===== config.mk =====
export PLATFORM = sky130hd
export DESIGN_NAME = motor_pid_scheduler
export DESIGN_NICKNAME = d
export VERILOG_FILES = /design/src/rtl/motor_ctrl_pkg.sv /design/src/rtl/motor_pid_scheduler_pid_core.sv /design/src/rtl/motor_pid_scheduler.sv
export SDC_FILE = /design/constraint.sdc
export NUM_CORES = 2
export LEC_CHECK = 0
export CORE_ASPECT_RATIO = 1.1
export CORE_MARGIN = 2
export CORE_UTILIZATION = 59
export CTS_BUF_LIST = sky130_fd_sc_hd__clkbuf_2
export DETAILED_ROUTE_END_ITERATION = 8
export DONT_BUFFER_PORTS = 1
export GPL_ROUTABILITY_DRIVEN = 0
export PLACE_DENSITY = 0.83
export SYNTH_ARGS = -nofsm -noshare
export SYNTH_HDL_FRONTEND = slang
export SYNTH_SLANG_ARGS = --single-unit

===== constraint.sdc =====
create_clock -name iCLK -period 8 [get_ports iCLK]
set_input_delay 1.2 -clock iCLK [delete_from_list [all_inputs] [get_ports iCLK]]
set_output_delay 1.2 -clock iCLK [all_outputs]
set_load 0.02 [all_outputs]

===== src/rtl/motor_ctrl_pkg.sv =====
// rtl/motor_ctrl_pkg.sv - shared motor-control types, also used by the SPI frame logic
package motor_ctrl_pkg;

  typedef enum logic [1:0] {POS = 2'd0, VEL = 2'd1, DISP = 2'd2, OFF = 2'd3} motorMode_t;

  typedef enum logic [2:0] {IDLE, LOAD, CALC, WRITE, SKIP, DONE} schedState_t;

  localparam int PWM_MAX_DEFAULT = 1023;

  typedef logic signed [31:0] data_t;

  // Signed 16x32 product, sign-extended to 48 bits and truncated to the low word
  function automatic data_t mulLow(input logic signed [15:0] k, input data_t x);
    logic signed [47:0] kx;
    logic signed [47:0] xx;
    logic signed [47:0] p;
    kx = k;
    xx = x;
    p = kx * xx;
    return p[31:0];
  endfunction

endpackage


===== src/rtl/motor_pid_scheduler_pid_core.sv =====
// rtl/motor_pid_scheduler_pid_core.sv - shared 3-stage PID datapath, fixed latency 3
module pid_core
  import motor_ctrl_pkg::*;
#(
  parameter int SHIFT   = 7,
  parameter int PWM_MAX = PWM_MAX_DEFAULT
) (
  input  logic               iCLK,
  input  logic               iRESET,
  input  logic               iSTART,
  input  logic signed [31:0] iSP,
  input  logic signed [31:0] iFB,
  input  logic signed [31:0] iLAST_ERR,
  input  logic signed [15:0] iKP,
  input  logic signed [15:0] iKD,
  output logic               oVALID,
  output logic signed [31:0] oERR,
  output logic signed [31:0] oRES
);

  localparam data_t LIMIT = 32'(PWM_MAX);

  logic  v1, v2;
  data_t err1, hist1, err2, pterm2, dterm2;
  data_t sum, shifted, clamped;

  always_comb begin
    sum     = pterm2 + dterm2;
    shifted = sum >>> SHIFT;
    clamped = shifted;
    if (shifted > LIMIT) clamped = LIMIT;
    else if (shifted < -LIMIT) clamped = -LIMIT;
  end

  always_ff @(posedge iCLK) begin
    if (iRESET) begin
      v1     <= 1'b0;
      v2     <= 1'b0;
      oVALID <= 1'b0;
      err1   <= '0;
      hist1  <= '0;
      err2   <= '0;
      pterm2 <= '0;
      dterm2 <= '0;
      oERR   <= '0;
      oRES   <= '0;
    end else begin
      v1     <= iSTART;
      err1   <= iSP - iFB;
      hist1  <= iLAST_ERR;
      v2     <= v1;
      err2   <= err1;
      pterm2 <= mulLow(iKP, err1);
      dterm2 <= mulLow(iKD, err1 - hist1);
      oVALID <= v2;
      oERR   <= err2;
      oRES   <= clamped;
    end
  end

endmodule


===== src/rtl/motor_pid_scheduler.sv =====
// rtl/motor_pid_scheduler.sv - walks N motor channels through one shared PID core per tick
module motor_pid_scheduler
  import motor_ctrl_pkg::*;
#(
  parameter int N_MOTORS = 4,
  parameter int SHIFT    = 7,
  parameter int PWM_MAX  = PWM_MAX_DEFAULT
) (
  input  logic                    iCLK,
  input  logic                    iRESET,
  input  logic                    iTICK,
  input  logic [N_MOTORS-1:0]     iENABLE,
  input  logic [2*N_MOTORS-1:0]   iMODE,
  input  logic [32*N_MOTORS-1:0]  iSETPOINT,
  input  logic [32*N_MOTORS-1:0]  iPOSITION,
  input  logic [32*N_MOTORS-1:0]  iVELOCITY,
  input  logic [32*N_MOTORS-1:0]  iDISPLACEMENT,
  input  logic [15:0]             iKP,
  input  logic [15:0]             iKD,
  output logic [32*N_MOTORS-1:0]  oPWM,
  output logic                    oBUSY,
  output logic                    oDONE,
  output logic                    oOVERRUN
);

  localparam int CW = (N_MOTORS > 1) ? $clog2(N_MOTORS) : 1;

  schedState_t state, nextState;
  logic [CW-1:0] ch, probeCh;
  logic [1:0]    calcCnt;
  logic          lastCh, probeRun, startR;
  logic signed [15:0] kpR, kdR;
  data_t         lastErr [N_MOTORS];
  motorMode_t    lastMode [N_MOTORS];
  data_t         spR, fbR, histR, feedback;
  motorMode_t    modeR, curMode;
  logic          pidValid;
  data_t         pidErr, pidRes;

  assign lastCh  = (ch == CW'(N_MOTORS - 1));
  // Channel whose enable/mode decides the next slot type: 0 from IDLE, else ch+1
  assign probeCh  = (state == IDLE) ? '0 : ch + 1'b1;
  assign probeRun = iENABLE[probeCh] && (iMODE[2*probeCh +: 2] != 2'd3);
  assign curMode  = motorMode_t'(iMODE[2*ch +: 2]);

  always_comb begin
    feedback = '0;
    case (curMode)
      POS:     feedback = iPOSITION[32*ch +: 32];
      VEL:     feedback = iVELOCITY[32*ch +: 32];
      DISP:    feedback = iDISPLACEMENT[32*ch +: 32];
      default: feedback = '0;
    endcase
  end

  always_comb begin
    nextState = state;
    case (state)
      IDLE:        if (iTICK) nextState = probeRun ? LOAD : SKIP;
      LOAD:        nextState = CALC;
      CALC:        if (calcCnt == 2'd2) nextState = WRITE;
      WRITE, SKIP: nextState = lastCh ? DONE : (probeRun ? LOAD : SKIP);
      DONE:        nextState = IDLE;
      default:     nextState = IDLE;
    endcase
  end

  always_ff @(posedge iCLK) begin
    if (iRESET) begin
      state    <= IDLE;
      ch       <= '0;
      calcCnt  <= '0;
      kpR      <= '0;
      kdR      <= '0;
      spR      <= '0;
      fbR      <= '0;
      histR    <= '0;
      modeR    <= OFF;
      startR   <= 1'b0;
      oPWM     <= '0;
      oBUSY    <= 1'b0;
      oDONE    <= 1'b0;
      oOVERRUN <= 1'b0;
      for (int k = 0; k < N_MOTORS; k++) begin
        lastErr[k]  <= '0;
        lastMode[k] <= OFF;
      end
    end else begin
      state    <= nextState;
      oBUSY    <= (nextState != IDLE);
      oDONE    <= (nextState == DONE);
      oOVERRUN <= iTICK && (state != IDLE);
      startR   <= (state == LOAD);
      calcCnt  <= (state == CALC) ? calcCnt + 2'd1 : 2'd0;
      case (state)
        IDLE: if (iTICK) begin
          kpR <= iKP;
          kdR <= iKD;
          ch  <= '0;
        end
        LOAD: begin
          spR   <= iSETPOINT[32*ch +: 32];
          fbR   <= feedback;
          modeR <= curMode;
          // A mode change invalidates the derivative history of this channel
          histR <= (curMode != lastMode[ch]) ? '0 : lastErr[ch];
        end
        WRITE: begin
          if (pidValid) begin
            oPWM[32*ch +: 32] <= pidRes;
            lastErr[ch]       <= pidErr;
            lastMode[ch]      <= modeR;
          end
          ch <= ch + 1'b1;
        end
        SKIP: begin
          oPWM[32*ch +: 32] <= '0;
          lastErr[ch]       <= '0;
          lastMode[ch]      <= OFF;
          ch                <= ch + 1'b1;
        end
        default: ;
      endcase
    end
  end

  pid_core #(.SHIFT(SHIFT), .PWM_MAX(PWM_MAX)) uPidCore (
    .iCLK      (iCLK),
    .iRESET    (iRESET),
    .iSTART    (startR),
    .iSP       (spR),
    .iFB       (fbR),
    .iLAST_ERR (histR),
    .iKP       (kpR),
    .iKD       (kdR),
    .oVALID    (pidValid),
    .oERR      (pidErr),
    .oRES      (pidRes)
  );

endmodule


After elaboration in Yosys (flattened, before gate mapping)
Memories as Yosys holds them, arrays and structs flattened. A register that Yosys moved wholly into a read port is not among the register bits.
Index checks and enable logic that the tools add are counted.
Word-level totals
  flip-flop bits (word level): 496
  logic and storage cells: 118
  memory bits (read-only): 0
  output and inout bits: 131
  memories: 2
  RAM bits: 136
  input port bits: 559
  latch bits: 0
Memories
  lastErr: depth 4, width 32, rd ports 1, clocked after Yosys merged registers in 1, write ports 4, RTL line motor_pid_scheduler.sv:33  | data_t lastErr [N_MOTORS];
  lastMode: depth 4, width 2, rd ports 1, clocked after Yosys merged registers in 1, write ports 4, RTL line motor_pid_scheduler.sv:34  | motorMode_t lastMode [N_MOTORS];
Operators by class
  shift-type cells: 9
  reduce and logical (&&, ||, !) cells: 16
  multipliers: 2
  bitwise operators: 3
  divide/modulo/power cells: 0
  muxes and demuxes: 39
  add/sub/neg operators: 6
  eq/ne operators: 13
  magnitude comparators: 3
Operators with widths (number)
  variable part select 128 x 8 -> 32 bit: 4
  bitwise mux 128 bit: 2
  case mux 128 bit (2 select lines): 1
  two-way mux 128 bit: 1
  two-way mux 32 bit: 4
  variable shift 32 x 34 -> 128 bit, first input constant: 1
  variable part select 32 x 34 -> 128 bit: 1
  variable part select 32 x 34 -> 128 bit, first input constant: 1
  case mux 32 bit (3 select lines): 1
  multiplier 16 x 32 -> 32 bit: 2
  subtractor 32 bit: 2
  negator 7 -> 34 bit: 1
  adder 32 bit: 1
  OR reduction 32 bit: 1
  greater-than comparator 25 x 11 -> 1 bit, second input constant: 1
  less-than comparator 25 x 11 -> 1 bit, second input constant: 1
  two-way mux 2 bit: 10
  variable part select 8 x 4 -> 2 bit: 2
  two-way mux 1 bit: 12
  two-way mux 3 bit: 4
  case mux 3 bit (4 select lines): 1
  two-way mux 10 bit: 1
  OR reduction 2 bit: 4
  equality test 2 bit, second input constant: 3
  other kinds (19): 29

Depth between registers and ports, before layout
  depth in word-level cells: 9
  mapped depth: 36
  mapped depth without buffers: 35

Hierarchy
Synthesis repeated with hierarchy kept, for this count alone.
Unflattened totals
  cells, all modules: 5873
  area total of the unflattened synthesis: 52884.5 µm²
Modules (own cells, without submodules)
  pid_core: sequential area each 4404.2 µm², instances 1, area an instance 34011.4 µm², cells each 3887
  motor_pid_scheduler: sequential area each 9509.1 µm², instances 1, area an instance 18873.1 µm², cells each 1986

Least setup slack after synthesis
No wires, ideal clock.
  path type: register to register
  start: register uPidCore.err1[0]
  end: register uPidCore.dterm2[30]
  setup time: 128 ps
  period minus slack after synthesis: 7904 ps
  setup slack: 96 ps
  buffers on the path: 1
  required time: 7872 ps
  arrival: 7777 ps
  stages on the path, launching flop included: 33
  cells stage by stage: dfxtp_1 > inv_1 > ha_1 > fa_1 > nor2b_1 > o21bai_1 > a311o_1 > a21oi_1 > nor3_1 > nor3_1 > clkbuf_1 > nand2_1 > fa_1 > fa_1 > fa_1 > inv_1 > fa_1 > fa_1 > inv_1 > fa_1 > inv_1 > ha_1 > a21o_1 > a21o_1 > a21o_1 > a21o_1 > a21oi_1 > o31ai_1 > a311oi_1 > o21ai_0 > a21oi_1 > xor2_1 > nor2_1
Between the ends
  cells in the longest elaborated chain, start to end: 2
RTL lines
  start, declared: RTL line motor_pid_scheduler_pid_core.sv:24  | data_t err1, hist1, err2, pterm2, dterm2;
  start signal, assigned: RTL line motor_pid_scheduler_pid_core.sv:49  | err1 <= iSP - iFB;
  subtractor 32 bit: RTL line motor_pid_scheduler_pid_core.sv:54  | dterm2 <= mulLow(iKD, err1 - hist1);
  multiplier 16 x 32 -> 32 bit: RTL line motor_ctrl_pkg.sv:19  | p = kx * xx;
  end signal, assigned: RTL line motor_pid_scheduler_pid_core.sv:54
  end, declared: RTL line motor_pid_scheduler_pid_core.sv:24
Every way passes these cells.
A chain may end at the register's enable or synchronous reset.

Worst setup path after layout
  start: register uPidCore.err1[0]
  end: register uPidCore.dterm2[28]
Same word-level chain as after synthesis.

==> impl_metrics.csv <==
group,metric,value,unit
worst_setup_path,critPathSlowestCell,"fa_1",
logic_synthesis,synth_cells,5718,
sta,setup_viol,0,
worst_setup_path,path_common_cell,"fa_1",
sta,fin_ws,0.139,ns
logic_synthesis,yosys.area_share.simple,17.0,%
clock_tree,clkLatencyLatePin,1.46,ns
floorplanning,fp.dieW,287,um
clock_tree,root_buffer,"clkbuf_2",
logic_synthesis,yosysMostFrequentCell,"inv_1",
sta,period_share,98.3,%
logic_synthesis,synthArstFlopShare,0,%
clock_tree,cts.sinks,599,
global_routing,grt_overflow,0,
worst_setup_path,cp.arrival,9.06,ns
pwr,leakage,23.5,nW
drt,finalWirelength,187,mm
placed_design,pre_cts_ws,-0.0613,ns
worst_setup_path,max_stage_delay,0.63,ns
logic_synthesis,ys_ff_latch,599,
logic_synthesis,synth_area_leader_cell,"fa_1",
worst_setup_path,crit_fanout,3,
drt,drtPass1Iterations,9,
worst_setup_path,critPathRequiredTime,9.19,ns
pwr,fin_total_pwr,0.0226,W
sta,slew_viol_final,0,
clock_tree,numCtsBuffers,146,
floorplanning,row_count,114,
global_routing,grt_pass1_vias,43219,
logic_synthesis,synth_adder_area_share,30.3,%
logic_synthesis,synth_edf_count,136,
sta,maxSlewHeadroom,22.2,%
sta,fin_skew,0.185,ns
status,status,"finished, violations left",
floorplanning,initial_core_util,59.4,%
logic_synthesis,synth_xor_area_share,3.06,%
sta,rsz0062_at_grt,"yes",
cells_and_area,finish.utilization,63.7,%
clock_tree,cts_max_level,4,
global_routing,antenna_found_initial,140,
drt,avgRoutedWirePerCell,26.2,um
cells_and_area,layout-drive-gt1-share,10.3,%
cells_and_area,fill_cells,6852,
logic_synthesis,ys_warn_count,0,
logic_synthesis,synthTopCellsByCount,"inv_1 (860), nand2_1 (719), fa_1 (610), dfxtp_1 (463), nor2_1 (442)",
sta,fin_crit,7.86,ns
placed_design,port_buffers,0,
clock_tree,path_clk_slew,0.11,ns
global_routing,grt_max_degree,269,
floorplanning,die_h,316,um
job,max-cap-violations,0,
floorplanning,dieArea,0.0908,sq mm
logic_synthesis,syn_avg_cell_area,9.12,sq um
sta,fmax,127,MHz
logic_synthesis,synth.area.top_cells,"fa_1 (23%), dfxtp_1 (18%), edfxtp_1 (7.8%)",
logic_synthesis,synth_nets,7173,
logic_synthesis,synth_compound_area_share,10.6,%
worst_setup_path,startpoint_type,"register",
floorplanning,io_pins,690,
drt,ant_nets,0,
worst_setup_path,rrSetupSlack,0.14,ns
global_routing,grt_pass1_wl,272,mm
floorplanning,core,0.0877,sq mm
cells_and_area,fin_nets,7167,
logic_synthesis,synth_ff_type,"dfxtp_1",
logic_synthesis,ys_types,77,
drt,initialDrtViolationCount,5428,
global_routing,grt_use_total,41.1,%
status,violations,"DRC",
drt,drc,254,
hold_path,hold_class,"input port to register",
sta,hold_viol,0,
drt,num_vias,44273,
drt,viasPerCell,6.21,
cells_and_area,area_delta_synth_final,7.24,%
worst_setup_path,worst-setup-path-type,"register to register",
logic_synthesis,synth_top_family_by_area,"adder cells",
clock_tree,cts_tree,"yes",
clock_tree,clk_path_buf_depth,3,
logic_synthesis,yosys.area.top_type_share,23.4,%
sta,worst_slew_pin_slew,1.16,ns
worst_setup_path,end_kind,"register",
placed_design,hpwl,141,mm
logic_synthesis,muxShareOfSynthArea,4.40,%
logic_synthesis,synth_area,0.0521,sq mm
pwr,powerDensity,404,mW/mm^2
pwr,peakVddDrop,0.000748,V
logic_synthesis,synth_seq_area_share,25.6,%
[through the flow]
step           area (sq um)  TNS, ns  hold WS, ns  std cells
2_1_floorplan         52100        0        0.390       5718
3_3_place_gp          53400        0        0.398       6677
3_5_place_dp          53400  -0.0825        0.410       6677
4_1_cts               55300        0     0.000206       6985
5_1_grt               55800   -0.184       0.0126       7099
6_report              55900        0       0.0638       7134
[power breakdown]
group          switching [W]  total [W]  internal, W
combinational        0.00998     0.0165      0.00654
clock                0.00136    0.00222     0.000862
sequential          0.000326    0.00383      0.00350
total                 0.0117     0.0226       0.0109
[final timing paths]
check                   startpoint  cells after the start                   to
setup / recovery  uPidCore.err1[0]                     32  uPidCore.dterm2[28]
hold / removal              iRESET                      1    uPidCore.err2[11]
setup reg to reg  uPidCore.err1[0]                     32  uPidCore.dterm2[28]
hold reg to reg          histR[13]                      1   uPidCore.hist1[13]
[metal layers]
metal,vias to the layer above,routed length [um],track usage [%]
met5,-,640,7.14
met4,38,18800,36.3
met3,963,26800,18.7
met2,3363,82900,61.4
met1,21292,57700,43.2
li1,18617,-,-
[timing repair]
item | 4_1_cts | 5_1_grt
endpoints found under the hold margin | 148 | 0
setup endpoints to repair | 2 | 11
pin swaps | 0 | 20
setup buffers | 0 | 5
resized for setup | 1 | 47
hold buffers | 42 | 0
[critical path, delay by kind of cell, from the launching register on]
kind | cells | cell delay, ns
adder cells (fa/ha/maj) | 9 | 3.95
XOR/XNOR | 2 | 0.35
AND/OR/NAND/NOR | 4 | 0.40
flip-flops | 1 | 0.34
AO/OA/AOI/OAI | 13 | 2.47
buffers and inverters | 4 | 0.20
[final cells by class]
cell class              instances  area (sq um)  area share [%]
diodes                        144           360           0.644
clock buffers                 211          1060            1.89
clock inverters                55           378           0.676
inverters                     860          3230            5.77
multi-input cells            3902         34400            61.5
flip-flops and latches        599         13400            23.9
well taps                    1160          1450            2.60
repair buffers                203          1690            3.02
[kinds of logic after synthesis]
group	count (synthesis)
AND/OR/NAND/NOR	1891
multiplexers	104
AO/OA/AOI/OAI	840
XOR/XNOR	171
flip-flops	599
buffers and inverters	1217
adder cells (fa/ha/maj)	896
[registers in the layout (all words and copies together), names as in the netlist, 2 cells and up, named ones only]
register / cells
uPidCore.err2: 32
ch: 2
lastMode: 8
uPidCore.dterm2: 32
calcCnt: 2
fbR: 32
kpR: 16
uPidCore.oRES: 25
uPidCore.hist1: 32
spR: 32
uPidCore.oERR: 32
lastErr: 128
kdR: 16
modeR: 2
uPidCore.pterm2: 32
histR: 32
state: 3
uPidCore.err1: 32
oPWM: 100
[cell usage in the layout (no fill, tap or decap), types with 8 or more instances in the layout]
| cell | netlist | final |
|---|---|---|
| ha_1 | 286 | 280 |
| o211ai_1 | 8 | 8 |
| a21oi_1 | 245 | 240 |
| mux4_2 | 100 | 100 |
| diode_2 | 0 | 144 |
| dfxtp_1 | 463 | 451 |
| xnor2_1 | 107 | 104 |
| a31oi_1 | 18 | 16 |
| o21ai_0 | 130 | 129 |
| o21bai_1 | 22 | 20 |
| a221oi_1 | 96 | 96 |
| nor3_1 | 69 | 67 |
| clkinv_2 | 0 | 13 |
| inv_1 | 860 | 859 |
| clkinv_1 | 0 | 26 |
| nand2b_1 | 38 | 38 |
| edfxtp_1 | 136 | 136 |
| xor2_1 | 57 | 55 |
| nand4_1 | 12 | 12 |
| or3_1 | 13 | 13 |
| dfxtp_2 | 0 | 10 |
| a21o_1 | 56 | 56 |
| a22oi_1 | 165 | 165 |
| nor2_2 | 10 | 13 |
| and3_1 | 11 | 10 |
| and2_1 | 324 | 321 |
| fa_1 | 610 | 605 |
| clkbuf_2 | 1 | 211 |
| nor2b_1 | 172 | 171 |
| o21a_1 | 19 | 19 |
| a211oi_1 | 14 | 12 |
| nand2_1 | 719 | 718 |
| nand3_1 | 31 | 29 |
| buf_4 | 28 | 157 |
| nor2_1 | 442 | 439 |
| dlygate4sd3_1 | 0 | 40 |
Note: power is estimated with default switching activity, not from simulation.
